<file path="config.mk">
export PLATFORM = sky130hd
export DESIGN_NAME = seven_seg_controller
export DESIGN_NICKNAME = d
export VERILOG_FILES = /design/src/rtl/seven_seg_controller_pkg.sv /design/src/rtl/seven_seg_controller_hex_to_seg.sv /design/src/rtl/seven_seg_controller.sv
export SDC_FILE = /design/constraint.sdc
export NUM_CORES = 1
export LEC_CHECK = 0
export ABC_AREA = 0
export CORE_ASPECT_RATIO = 0.9
export CORE_MARGIN = 3
export CORE_UTILIZATION = 36
export CTS_CLUSTER_DIAMETER = 30
export DETAILED_ROUTE_END_ITERATION = 8
export GPL_TIMING_DRIVEN = 0
export PLACE_DENSITY_LB_ADDON = 0.3
export RECOVER_POWER = 50
export SLEW_MARGIN = 10
export SYNTH_ARGS = -nofsm -noshare
export SYNTH_HDL_FRONTEND = slang
export SYNTH_SLANG_ARGS = --single-unit
</file>
<file path="constraint.sdc">
create_clock -name clk -period 0.8 [get_ports clk]
set_clock_uncertainty 0.2 [all_clocks]
set_input_delay 0.12 -clock clk [delete_from_list [all_inputs] [get_ports clk]]
set_output_delay 0.12 -clock clk [all_outputs]
set_load 0.05 [all_outputs]
</file>
<file path="src/rtl/seven_seg_controller_pkg.sv">
// Shared constants for the four-digit seven-segment display path.
// Patterns are stored active-low (bit0 = a ... bit6 = g); polarity is applied per instance.
package seven_seg_controller_pkg;

   localparam int SEG_W  = 7;
   localparam int DIGITS = 4;
   localparam int NIB_W  = 4;
   localparam int DATA_W = DIGITS * NIB_W;
   localparam int DISP_W = DIGITS * SEG_W;

   // All segments dark, in the active-low storage form.
   localparam logic [SEG_W-1:0] SEG_BLANK = 7'h7F;

   localparam logic [SEG_W-1:0] SEG_TABLE [16] = '{
      7'h40, 7'h79, 7'h24, 7'h30, 7'h19, 7'h12, 7'h02, 7'h78,
      7'h00, 7'h10, 7'h08, 7'h03, 7'h46, 7'h21, 7'h06, 7'h0E
   };

   function automatic logic [SEG_W-1:0] seg_polarity(input logic [SEG_W-1:0] pat,
                                                      input bit             active_low);
      return active_low ? pat : ~pat;
   endfunction

endpackage

</file>
<file path="src/rtl/seven_seg_controller_hex_to_seg.sv">
// Combinational hex nibble to seven-segment pattern decoder.
module hex_to_seg
   import seven_seg_controller_pkg::*;
#(
   parameter bit SEG_ACTIVE_LOW = 1'b1
) (
   input  logic [NIB_W-1:0] hex_i,
   output logic [SEG_W-1:0] seg_o
);

   always_comb begin
      seg_o = seg_polarity(SEG_TABLE[hex_i], SEG_ACTIVE_LOW);
   end

endmodule

</file>
<file path="src/rtl/seven_seg_controller.sv">
// Selects one of eight 16-bit registers and shows it as four hex digits,
// with a single output register between the inputs and the display.
module seven_seg_controller
   import seven_seg_controller_pkg::*;
#(
   parameter bit SEG_ACTIVE_LOW = 1'b1
) (
   input  logic              clk,
   input  logic              rst,
   input  logic [2:0]        sw,
   input  logic [DATA_W-1:0] r1,
   input  logic [DATA_W-1:0] r2,
   input  logic [DATA_W-1:0] r3,
   input  logic [DATA_W-1:0] r4,
   input  logic [DATA_W-1:0] r5,
   input  logic [DATA_W-1:0] r6,
   input  logic [DATA_W-1:0] r7,
   input  logic [DATA_W-1:0] r8,
   output logic [DISP_W-1:0] displ
);

   localparam logic [DISP_W-1:0] DISP_BLANK =
      {DIGITS{seg_polarity(SEG_BLANK, SEG_ACTIVE_LOW)}};

   logic [DATA_W-1:0] sel_v;
   logic [DISP_W-1:0] displ_d;
   logic [DISP_W-1:0] displ_q;

   // Every sw code maps to a register, so the case is complete without a default.
   always_comb begin
      case (sw)
         3'd0: sel_v = r1;
         3'd1: sel_v = r2;
         3'd2: sel_v = r3;
         3'd3: sel_v = r4;
         3'd4: sel_v = r5;
         3'd5: sel_v = r6;
         3'd6: sel_v = r7;
         3'd7: sel_v = r8;
      endcase
   end

   for (genvar d = 0; d < DIGITS; d++) begin : g_digit
      hex_to_seg #(
         .SEG_ACTIVE_LOW(SEG_ACTIVE_LOW)
      ) u_hex_to_seg (
         .hex_i(sel_v[d*NIB_W +: NIB_W]),
         .seg_o(displ_d[d*SEG_W +: SEG_W])
      );
   end

   // Output register: async blank on reset, decoded sample on every edge otherwise.
   always_ff @(posedge clk or posedge rst) begin
      if (rst) begin
         displ_q <= DISP_BLANK;
      end else begin
         displ_q <= displ_d;
      end
   end

   assign displ = displ_q;

endmodule

</file>
==> metrics.md <==
| Metric | Value |
|---|---|
| Most common cell in the netlist | `mux2i_1` |
| Clk sinks | `28` |
| Worst-path clk slew | `100 ps` |
| Post-synthesis sequential area ratio | `around a quarter` |
| Fmax | `~0.47 GHz` |
| Initial antenna violation count | `0` |
| Status | `finished, violations left` |
| Minimum clock period | `2124 ps` |
| Synth warn | `0` |
| Port Buffer Count | `159` |
| Commonest cells post-synth | `mux2i_1 (42), dfstp_2 (28), inv_1 (26), ha_1 (24), nor2_1 (22)` |
| DIE AREA | `0.009149 mm^2` |
| Ports | `between 150 and 200` |
| Worst Setup Start Kind | `input pin` |
| Via density | `5.749` |
| Worst IR Drop VDD | `approximately 0.0012 V` |
| Root buf cell | `clkbuf_8` |
| Largest net degree at the start of global routing | `16` |
| Hold Slack | `288.6 ps` |
| Endpoints failing setup | `56` |
| Slew at the pin closest to its max-slew limit | `479.2 ps` |
| Max reg flops | `28` |
| Post-Syn Nets | `478` |
| # DRC | `0` |
| Rel. slew slack | `68.05%` |
| Slew Viols, Final | `0` |
| Post-place setup slack | `-2282 ps` |
| Setup WS post-layout | `-1324 ps` |
| Most used flip-flop cell after synthesis | `dfstp_2` |
| Setup total negative slack | `-44500 ps` |
| CP Capture Type | `register` |
| Cell Rows | `30` |
| Fin. Hold Viols | `0` |
| Drt pass-1 iters | `5` |
| CTS tree | `yes` |
| Drt wl/cell | `21.57 um` |
| Mapped Cells | `around 320` |
| Nets | `712` |
| Switching part of the total | `between 40% and 50%` |
| Hold-fix buffers, CTS | `0` |
| Failing checks | `negative setup slack` |
| Routability cong. | `between 0.9 and 1` |
| Logic pwr share | `67.3%` |
| WP data arrival | `2120 ps` |
| Synth area leader | `dfstp_2` |
| Max_cap viols | `0` |
| Period utilisation layout | `265.5%` |
| First-pass GRT wire length | `19.59 mm` |
| Leak | `between 2 and 3 nW` |
| Die width | `100.5 um` |
| Total Wirelength | `14.02 mm` |
| GRT overflow | `0` |
| Critical path class | `input pin to register` |
| Share of post-route cells with drive strength above 1 | `roughly 50%` |
| All-Layer GR Usage | `27.21%` |
| #FFs+latches synth | `28` |
| RSZ-0062 raised after global routing | `true` |
| Antenna Nets Post-Route | `0` |
| Antenna fix cells | `0` |
| Critical path data required time | `790 ps` |
| Synth-to-Final Area Change | `119.8%` |
| Sw power | `0.003862 W` |
| First DRT Iteration DRCs | `between 200 and 250` |
| Clock power frac | `9.7%` |
| Synth Cell Area | `between 0.002 and 0.003 mm^2` |
| CTS Buf Count | `3` |
| Post-synth cell types | `49` |
| PwrDens | `1469 mW/mm^2` |
| Critical Path Fanout Max | `6` |
| DP Area | `slightly below 0.005 mm^2` |
| CTS HTree Levels | `1` |
| Sequential power share | `a little under a quarter` |
| Top cells by area, synth | `dfstp_2 (25%), mux2i_1 (15%), ha_1 (10%), o22ai_1 (4.1%), a221oi_1 (3.6%)` |
| Vias in the first global route | `3868` |
| Async SR Flop Fraction | `100.0%` |
| Power Internal | `0.005479 W` |
| Core ar. | `0.007657 mm^2` |
| Initial core utilization | `37.78%` |
| Detailed Place HPWL | `between 8 and 9 mm` |
| Die height | `91.04 um` |
| Share of the synthesized area in the top cell type | `25.43%` |
| Post-synth EDFFs | `0` |
| Routed vias | `3737` |
| Min-delay worst type | `input pin to asynchronous set/reset pin` |
| Mean Syn Cell Area | `9.012 um^2` |
| Fin area | `0.006357 mm^2` |
| CTS max path bufs | `2` |
[power by group through the flow]
| stage | sequential [W] | combinational [W] | clock [W] |
|---|---|---|---|
| floorplan | 0.00319 | 0.00165 | 0 |
| finish | 0.00215 | 0.00629 | 0.000908 |
| global placement | 0.00203 | 0.00435 | 0 |
| detailed placement | 0.00203 | 0.00445 | 0 |
| global route | 0.00218 | 0.00653 | 0.000945 |
| CTS | 0.00215 | 0.00563 | 0.000900 |
[worst max-delay path, stage by stage]
cell,delay (ps)
buf_8,100
buf_4,120
and2_1,160
buf_2,200
a221oi_2,500
o31ai_4,180
or4_1,540
o21ai_1,120
a31oi_1,70
[kinds of logic (layout without fill, tap and decap cells)]
group	count (synthesis)	in the layout	share of synthesized area, %
buf+inv	47	280	8.088
fa+ha+maj	24	24	10.38
xor+xnor	3	3	0.9085
simple gates	77	77	13.62
compound gates	92	92	23.14
flops	28	28	25.43
mux	50	50	18.43
[how the worst max path moves through the flow]
stage	start	to	slack (ps)	cells after the start
5_1_grt	sw[1]	displ[0]	-1300	9
6_report	sw[1]	displ[0]	-1320	9
2_1_floorplan	sw[0]	displ[0]	-1320	11
3_3_place_gp	sw[2]	displ[10]	-2240	9
3_5_place_dp	sw[2]	displ[10]	-2280	9
4_1_cts	sw[1]	displ[0]	-1240	12
[final cells by class]
type | count | area (um^2)
multi-input combinational | 246 | 2655
timing repair buffer | 228 | 2385
fill | 416 | 1300
sequential | 28 | 735.7
buffer | 20 | 277.8
inverter | 27 | 121.4
tap | 96 | 120.1
clock buffer | 4 | 55.05
timing repair inverter | 1 | 7.507
[routing by layer]
metal	GRT usage [%]	share of wire, %	up-vias	wire [um]
met2	52.10	53	225	7439
met4	6.622	3.8	0	536
li1	-	-	1666	-
met3	4.685	7.1	50	998
met5	0	0	-	0
met1	30.61	36	1796	5043
[per-stage QoR]
step	cells	util [%]	power [W]
2_1_floorplan	321	-	0.004840
3_3_place_gp	576	63.46	0.006381
3_5_place_dp	576	63.46	0.006473
4_1_cts	631	77.97	0.008680
5_1_grt	650	83.02	0.009659
6_report	650	83.02	0.009341
[repair_timing]
action	in CTS	in global routing
pin swaps	40	31
setup endpoints to repair	84	56
gates resized for setup	354	58
buffers inserted	49	23
endpoints found under the hold margin	0	0
gates cloned	2	0
[cells in the final DEF (no fill, tap or decap), types with 4 or more instances in the layout]
master           count
a211oi_2             6
a221oi_1             4
a221oi_2             7
a222oi_1             4
buf_12              11
buf_4               49
buf_6               21
buf_8               33
clkbuf_8             5
clkdlybuf4s50_1    117
dfstp_2             28
dlygate4sd2_1       10
ha_1                 5
ha_2                 4
ha_4                15
inv_1               12
inv_2                8
inv_4                5
mux2_4               4
mux2i_1             34
mux2i_4              5
nand2_1             10
nand2_2              5
nand2b_1             9
nor2_1              15
nor2_2               4
nor2_4               7
nor2b_1              5
nor3_2               4
o21ai_1             12
o21ai_2              6
o22ai_1              9
o22ai_2              8
No activity file was read; power rests on OpenSTA's default activity.
